### config.mk
export PLATFORM = sky130hd
export DESIGN_NAME = ps2_key_ctrl
export DESIGN_NICKNAME = d
export VERILOG_FILES = /design/src/rtl/ps2_key_ctrl.sv
export SDC_FILE = /design/constraint.sdc
export NUM_CORES = 1
export LEC_CHECK = 0
export ABC_AREA = 0
export ABC_CLOCK_PERIOD_IN_PS = 5500
export BUFFER_PORTS_ARGS = -buffer_cell sky130_fd_sc_hd__buf_2
export CAP_MARGIN = 10
export CORE_MARGIN = 5
export CORE_UTILIZATION = 40
export CTS_BUF_LIST = sky130_fd_sc_hd__clkbuf_16
export DETAILED_ROUTE_END_ITERATION = 6
export PLACE_DENSITY = 0.72
export SLEW_MARGIN = 20
export SYNTH_ARGS = -nofsm -noshare
export SYNTH_HDL_FRONTEND = slang
export SYNTH_SLANG_ARGS = --single-unit
### constraint.sdc
create_clock -name i_clk -period 5.5 [get_ports i_clk]
set_clock_uncertainty 0.05 [all_clocks]
set_input_delay 0 -clock i_clk [delete_from_list [all_inputs] [get_ports i_clk]]
set_output_delay 0 -clock i_clk [all_outputs]
set_load 0.02 [all_outputs]
### src/rtl/ps2_key_ctrl.sv
// ps2_key_ctrl: pops bytes from the PS/2 receiver, decodes E0/F0 prefixes,
// tracks the currently held key, registers its ASCII and counts presses.
module ps2_key_ctrl #(
  parameter int TIMEOUT_CYC = 1000000,
  parameter int CNT_W       = 8
) (
  input  logic             i_clk,
  input  logic             i_clrn,
  input  logic [7:0]       i_rx_data,
  input  logic             i_rx_ready,
  input  logic             i_rx_overflow,
  output logic             o_nextdata_n,
  output logic [7:0]       o_scan_out,
  input  logic [7:0]       i_ascii_in,
  output logic             o_key_valid,
  output logic [7:0]       o_key_scan,
  output logic             o_key_ext,
  output logic [7:0]       o_key_ascii,
  output logic [CNT_W-1:0] o_press_cnt,
  output logic             o_err,
  input  logic             i_err_clr
);

  localparam int TO_W = (TIMEOUT_CYC > 1) ? $clog2(TIMEOUT_CYC) : 1;
  localparam logic [TO_W-1:0] TO_LAST = TO_W'(TIMEOUT_CYC - 1);

  typedef enum logic [1:0] {
    S_IDLE   = 2'd0,
    S_POP    = 2'd1,
    S_DECODE = 2'd2
  } state_t;

  state_t           r_state;
  logic [7:0]       r_byte;
  logic             r_nextdata_n;
  logic             r_ext_pend;
  logic             r_brk_pend;
  logic [TO_W-1:0]  r_to_cnt;
  logic             r_key_valid;
  logic [7:0]       r_key_scan;
  logic             r_key_ext;
  logic [7:0]       r_key_ascii;
  logic [CNT_W-1:0] r_press_cnt;
  logic             r_err;

  logic w_decode;
  logic w_pend;
  logic w_same_key;
  logic w_to_hit;

  assign w_decode   = (r_state == S_DECODE);
  assign w_pend     = r_ext_pend | r_brk_pend;
  // The captured code refers to the key already held (same code and same E0 flavour)
  assign w_same_key = r_key_valid && (r_byte == r_key_scan) && (r_ext_pend == r_key_ext);
  // A decode in the same cycle consumes the prefix, so it takes precedence over expiry
  assign w_to_hit   = w_pend && !w_decode && (r_to_cnt == TO_LAST);

  // Byte sequencer, prefix decoder, held-key tracker and prefix timeout
  always_ff @(posedge i_clk or negedge i_clrn) begin
    if (!i_clrn) begin
      r_state      <= S_IDLE;
      r_byte       <= 8'h00;
      r_nextdata_n <= 1'b1;
      r_ext_pend   <= 1'b0;
      r_brk_pend   <= 1'b0;
      r_to_cnt     <= '0;
      r_key_valid  <= 1'b0;
      r_key_scan   <= 8'h00;
      r_key_ext    <= 1'b0;
      r_press_cnt  <= '0;
    end else begin
      case (r_state)
        S_IDLE: begin
          r_nextdata_n <= 1'b1;
          if (i_rx_ready) begin
            r_byte       <= i_rx_data;
            r_nextdata_n <= 1'b0;
            r_state      <= S_POP;
          end
        end
        S_POP: begin
          r_nextdata_n <= 1'b1;
          r_state      <= S_DECODE;
        end
        S_DECODE: begin
          r_nextdata_n <= 1'b1;
          r_state      <= S_IDLE;
          if (r_byte == 8'hE0) begin
            r_ext_pend <= 1'b1;
          end else if (r_byte == 8'hF0) begin
            r_brk_pend <= 1'b1;
          end else begin
            if (r_brk_pend) begin
              if (w_same_key) begin
                r_key_valid <= 1'b0;
                r_key_scan  <= 8'h00;
              end
            end else if (!w_same_key) begin
              r_key_scan  <= r_byte;
              r_key_ext   <= r_ext_pend;
              r_key_valid <= 1'b1;
              r_press_cnt <= r_press_cnt + CNT_W'(1);
            end
            r_ext_pend <= 1'b0;
            r_brk_pend <= 1'b0;
          end
        end
        default: begin
          r_nextdata_n <= 1'b1;
          r_state      <= S_IDLE;
        end
      endcase

      if (w_decode) begin
        r_to_cnt <= '0;
      end else if (w_pend) begin
        if (w_to_hit) begin
          r_to_cnt   <= '0;
          r_ext_pend <= 1'b0;
          r_brk_pend <= 1'b0;
        end else begin
          r_to_cnt <= r_to_cnt + TO_W'(1);
        end
      end else begin
        r_to_cnt <= '0;
      end
    end
  end

  // Register the lookup result; extended keys have no ASCII mapping
  always_ff @(posedge i_clk or negedge i_clrn) begin
    if (!i_clrn) begin
      r_key_ascii <= 8'h00;
    end else begin
      r_key_ascii <= (r_key_valid && !r_key_ext) ? i_ascii_in : 8'h00;
    end
  end

  // Sticky error flag; a new error event beats a simultaneous clear
  always_ff @(posedge i_clk or negedge i_clrn) begin
    if (!i_clrn) begin
      r_err <= 1'b0;
    end else if (i_rx_overflow || w_to_hit) begin
      r_err <= 1'b1;
    end else if (i_err_clr) begin
      r_err <= 1'b0;
    end
  end

  assign o_nextdata_n = r_nextdata_n;
  assign o_scan_out   = r_key_valid ? r_key_scan : 8'h00;
  assign o_key_valid  = r_key_valid;
  assign o_key_scan   = r_key_scan;
  assign o_key_ext    = r_key_ext;
  assign o_key_ascii  = r_key_ascii;
  assign o_press_cnt  = r_press_cnt;
  assign o_err        = r_err;

endmodule

==> results of run 1 <==
==> flip-flops by register name, indices dropped and copies added, names as in the netlist <==
name and cells:
r_to_cnt 20, o_key_valid 1, o_err 1, o_nextdata_n 1, o_key_scan 8, r_byte 8, r_state 2, o_press_cnt 8
r_ext_pend 1, o_key_ext 1, o_key_ascii 8, r_brk_pend 1
==> layout by cell type, fill, tap and decap left out, types with 2 or more instances in the layout <==
cell           count
o31ai_1            4
nor2b_1           12
nand3_1           10
mux2_2            15
nand2_1           10
and3_1             2
nand4_2            2
xnor2_1            9
dlygate4sd3_1     19
buf_2             56
nor2_1            21
a21oi_1            6
nand4_1            4
buf_4              3
nor4_1             7
ha_1               3
o21ai_0            2
clkbuf_16          9
mux2_1             4
dfrtp_1           59
or4_1              5
xor2_1            20
and2_1            16
nand3b_1           2
or3_1              4
inv_1              8
nor3_1             6
clkinv_1           2
==> power by group through the flow <==
stage	Sequential, uW	Clock, uW	Combinational, uW
finish	665	511	530
global route	684	548	585
CTS	664	527	540
detailed placement	670	0	526
global placement	664	0	517
floorplan	725	0	283
==> worst max-delay path: stages (launching register included) <==
cell,delay [ps]
dfrtp_1,390
ha_1,310
nand2_1,120
or4_1,530
nor3_1,470
a211o_1,170
dlygate4sd3_1,540
==> metrics by stage <==
step,utilization,setup WS [ps],power [uW]
after floorplan,-,3440,1010
after global placement,0.465,2970,1180
after detailed placement,0.465,2900,1200
after CTS,0.533,2830,1730
after global routing,0.533,2680,1820
final,0.533,2840,1710
==> cell type report <==
class,count,area [um^2],share of cell area
clock inverter,5,46.3,0.0128
sequential,60,1500,0.415
inverter,7,26.3,0.00725
timing repair buffer,78,493,0.136
tap,96,120,0.0332
clock buffer,9,225,0.0622
multi-input combinational,173,1210,0.334
==> kinds of logic after synthesis <==
| kind of cell | Yosys count | share of synthesized area |
|---|---|---|
| buffers and inverters | 15 | 0.0243 |
| flip-flops | 60 | 0.541 |
| AO/OA/AOI/OAI | 16 | 0.0383 |
| adder cells (fa/ha/maj) | 3 | 0.0135 |
| XOR/XNOR | 29 | 0.0914 |
| AND/OR/NAND/NOR | 106 | 0.215 |
| multiplexers | 19 | 0.0770 |
==> per-layer routing <==
| metal | track usage | part of all wire | vias to the layer above |
|---|---|---|---|
| met4 | 0.0879 | 0.030 | 0 |
| met2 | 0.235 | 0.45 | 56 |
| met5 | 0 | 0 | - |
| met1 | 0.190 | 0.47 | 977 |
| li1 | - | - | 1019 |
| met3 | 0.0354 | 0.053 | 15 |
==> path summary, 6_finish.rpt <==
check                                           start  depth (start not counted)                         end  slack, ps
hold / removal                             i_rx_ready                          3      r_state[0]$_DFFE_PN0P_         80
min in group asynchronous                      i_clrn                          3       r_to_cnt[2]$_DFF_PN0_        320
hold reg to reg            o_press_cnt[7]$_DFFE_PN0P_                          1  o_press_cnt[7]$_DFFE_PN0P_        420
setup / recovery                r_to_cnt[0]$_DFF_PN0_                          6           o_err$_DFFE_PN0P_       2840
max in group asynchronous                      i_clrn                          3  o_press_cnt[4]$_DFFE_PN0P_       4560
setup reg to reg                r_to_cnt[0]$_DFF_PN0_                          6           o_err$_DFFE_PN0P_       2840
==> impl_metrics.tcl, run 1 <==
set metrics [dict create \
    clockRootBuffer "clkbuf_16" \
    period_needed_ps 2660 \
    setup_tns_ps 0 \
    intPower_uw 1110 \
    combPwrFrac 0.311 \
    worstHoldPathType "in2reg" \
    htreeDepth 3 \
    dpl.hpwl_um 3990 \
    yosys_warnings 0 \
    synth_top_area_frac 0.531 \
    syn_to_final_growth_pct 30.3 \
    critPathArrivalTime_ps 2860 \
    swShare 0.350 \
    avgSynthCellArea_um2 11.2 \
    vdd_ir_drop_max_mv 0.293 \
    initial_core_util 0.409 \
    row_count 30 \
    critPathMaxFanout 6 \
    fin_area_um2 3620 \
    syn-cell-area_um2 2780 \
    nFillCells 597 \
    design.portCount 57 \
    cts_max_path_buffers 2 \
    timing.final.crit_share 0.483 \
    cts_setup_buffers 0 \
    synth.most_common_cell "dfrtp_1" \
    cts_inserted_buffers 9 \
    synth_fp_nets 272 \
    worst_pin_slew_ps 820 \
    synth-edff-count 0 \
    clkTransAtPathRegs_ps 50 \
    critical_path_class "reg2reg" \
    status "finished, final reports clean" \
    coreArea_um2 6790 \
    maxSlewViolCount 0 \
    setup.worst_path.end_class "flip-flop" \
    portBuffers 56 \
    vias 2067 \
    vias_per_cell 4.83 \
    power-per-cell-area_nw_per_um2 471 \
    syn_inst 248 \
    clock.fmax_mhz 376 \
    ys_ff_latch 60 \
    finalSetupViolations 0 \
    synthArstFlopShare 1.00 \
    slew_headroom 0.452 \
    p_leak_uw 0.00168 \
    rsz0062_at_grt "false" \
    grt_use_total 0.151 \
    dieArea_um2 8710 \
    max_cap_violations 0 \
    wire_per_inst_um 13.7 \
    clkPwrFrac 0.300 \
    cp-start-kind "flip-flop" \
    postRouteAntennaNets 0 \
    fp.dieH_um 93.4 \
    cts_resized 0 \
    n_antenna_cell 0 \
    drt-initial-drc-count 74 \
    gp_congestion 0.829 \
    yosys-top-cells-area "dfrtp_1, xor2_1, mux2_2" \
    drc_errors 0 \
    synth_top_area_cell "dfrtp_1" \
    grt_pass1_vias 2180 \
    grt_pass1_wl_um 10200 \
    hold_viol 0 \
    clkLatencyLatePin_ps 320 \
    place_area_um2 3160 \
    holdBufCountCts 19 \
    wirelength_um 5870 \
    layout-drive-gt1-share 0.268 \
    synth_ff_type "dfrtp_1" \
    whs_ps 81.9 \
    antenna_found_initial 0 \
    ys_seq_area_frac 0.541 \
    cts_tree "built" \
    dpl.cell_count 395 \
    final_nets 353 \
    required_ps 5700 \
    grt_max_degree 61 \
    synth_common_cells "dfrtp_1, nor2_1, xor2_1, and2_1, mux2_2" \
    switching_power_uw 596 \
    final_cells 428 \
    cts.sinks 60 \
    synth_cell_types 37 \
    drtPass1Iterations 4 \
    grt_overflow 0 \
    die_w_um 93.4 \
    power_frac_seq 0.390 \
]
Note: power is estimated with default switching activity, not from simulation.
==> run 2, diff against run 1 <==
- ABC_CLOCK_PERIOD_IN_PS: 5500 -> 2500
- clock period: 5.5 -> 2.5 ns (I/O delays scaled with it)
==> run 2 against run 1 <==
Net effect:
- total power up 130%
- first-iteration DRC count up 2.7%
- non-clock buffer count up 5
- largest power group unchanged
==> impl_metrics.tcl, run 2 (same netlist as run 1, synthesis figures left out) <==
set metrics [dict create \
    drtPass1Iterations 4 \
    layout-drive-gt1-share 0.292 \
    cts_resized 0 \
    critical_path_class "reg2reg" \
    cp-start-kind "flip-flop" \
    rsz0062_at_grt "false" \
    clkLatencyLatePin_ps 330 \
    setup_tns_ps 0 \
    design.portCount 57 \
    highest_layer "met4" \
    drt-initial-drc-count 76 \
    grt_max_degree 23 \
    utilization 0.545 \
    postRouteAntennaNets 0 \
    nFillCells 579 \
    die_w_um 93.4 \
    syn_to_final_growth_pct 33.3 \
    swShare 0.346 \
    grt_pass1_vias 2088 \
    power_frac_seq 0.362 \
    dieArea_um2 8710 \
    combPwrFrac 0.308 \
    final_nets 358 \
    drc_errors 0 \
    slew_headroom 0.680 \
    wirelength_um 5970 \
    dr_wl_met2_um 2740 \
    cts_max_path_buffers 2 \
    top_register "r_to_cnt" \
    clkPwrFrac 0.330 \
    status "finished, final reports clean" \
    wire_per_inst_um 13.7 \
    dr_wl_met3_um 358 \
    antenna_found_initial 0 \
    clockRootBuffer "clkbuf_16" \
    grt_use_total 0.147 \
    cts_inserted_buffers 9 \
    rrSetupSlack_ps 380 \
    wl_met1_um 2810 \
    worst_slack_ps 382 \
    row_count 30 \
    grt_pass1_wl_um 9940 \
    power-per-cell-area_nw_per_um2 1070 \
    vias_per_cell 4.85 \
    intPower_uw 2590 \
    fp.dieH_um 93.4 \
    dpl.hpwl_um 4130 \
    gp_congestion 0.830 \
    coreArea_um2 6790 \
    preCtsSetupSlack_ps 359 \
    timing.final.crit_share 0.847 \
    setup.worst_path.end_class "flip-flop" \
    final_cell_mix "dfrtp_1, buf_2, nor2_1" \
    vias 2108 \
    initial_core_util 0.409 \
    required_ps 2660 \
    p_leak_uw 0.00172 \
    largest_register_ffs 20 \
    clock.fmax_mhz 472 \
    switching_power_uw 1370 \
    htreeDepth 3 \
    portBuffers 56 \
    cts_tree "built" \
    clkTransAtPathRegs_ps 60 \
    period_needed_ps 2120 \
    grt_overflow 0 \
    worst_pin_slew_ps 480 \
    critPathArrivalTime_ps 2280 \
    finalSetupViolations 0 \
    vdd_ir_drop_max_mv 0.664 \
    critPathMaxFanout 6 \
    n_antenna_cell 0 \
    hold_viol 0 \
    cts.sinks 60 \
    final_common_cell "dfrtp_1" \
    max_cap_violations 0 \
    maxSlewViolCount 0 \
    worstHoldPathType "in2reg" \
]
-- run 2: layout make-up --
cell class | count | area (um^2) | area share
clock buffer | 9 | 225 | 0.0608
timing repair buffer | 83 | 531 | 0.143
tap | 96 | 120 | 0.0324
sequential | 60 | 1500 | 0.406
inverter | 7 | 26.3 | 0.00709
clock inverter | 7 | 91.3 | 0.0247
multi-input combinational | 173 | 1210 | 0.326
-- run 2: worst max-delay path, cell delays in order, from the launching register on --
cell and delay [ps]:
dfrtp_1 410, xor2_1 170, nor4_1 290, nand4_1 130, ha_1 290, nor2b_1 150, buf_4 180, mux2_2 330
-- run 2: power by group through the flow --
stage	clock network, uW	registers (uW)	logic, uW
final	1310	1440	1220
after global routing	1380	1470	1350
after CTS	1330	1440	1240
after detailed placement	0	1450	1210
after global placement	0	1440	1190
after floorplan	0	1590	622
-- run 2: final timing paths --
| path | from | endpoint | cells after the start |
|---|---|---|---|
| min in group asynchronous | i_clrn | r_to_cnt[3]$_DFF_PN0_ | 2 |
| max | o_key_scan[7]$_DFFE_PN0P_ | o_key_scan[6]$_DFFE_PN0P_ | 7 |
| max reg2reg | o_key_scan[7]$_DFFE_PN0P_ | o_key_scan[6]$_DFFE_PN0P_ | 7 |
| min | i_rx_ready | r_state[0]$_DFFE_PN0P_ | 3 |
| max in group asynchronous | i_clrn | o_press_cnt[4]$_DFFE_PN0P_ | 3 |
| min reg2reg | o_press_cnt[7]$_DFFE_PN0P_ | o_press_cnt[7]$_DFFE_PN0P_ | 1 |
-- run 2: per-stage QoR --
| step | total power (uW) | hold WS, ps | instances | cell area (um^2) |
|---|---|---|---|---|
| finish | 3960 | 73.9 | 435 | 3700 |
| global route | 4210 | 74.9 | 435 | 3700 |
| CTS | 4000 | 73.0 | 435 | 3700 |
| detailed placement | 2660 | -58.1 | 400 | 3200 |
| global placement | 2630 | -47.0 | 400 | 3200 |
| floorplan | 2220 | -346 | 248 | 2780 |
-- run 2: timing repair --
item                      4_1_cts  5_1_grt
hold endpoints to repair       37        0
setup buffers                   0        0
hold buffers                   19        0
-- run 2: layer usage --
layer  vias to the layer above  global-route usage
li1                       1031                   -
met1                      1013               0.196
met2                        58               0.222
met3                         6              0.0418
met4                         0              0.0659
met5                         -                   0
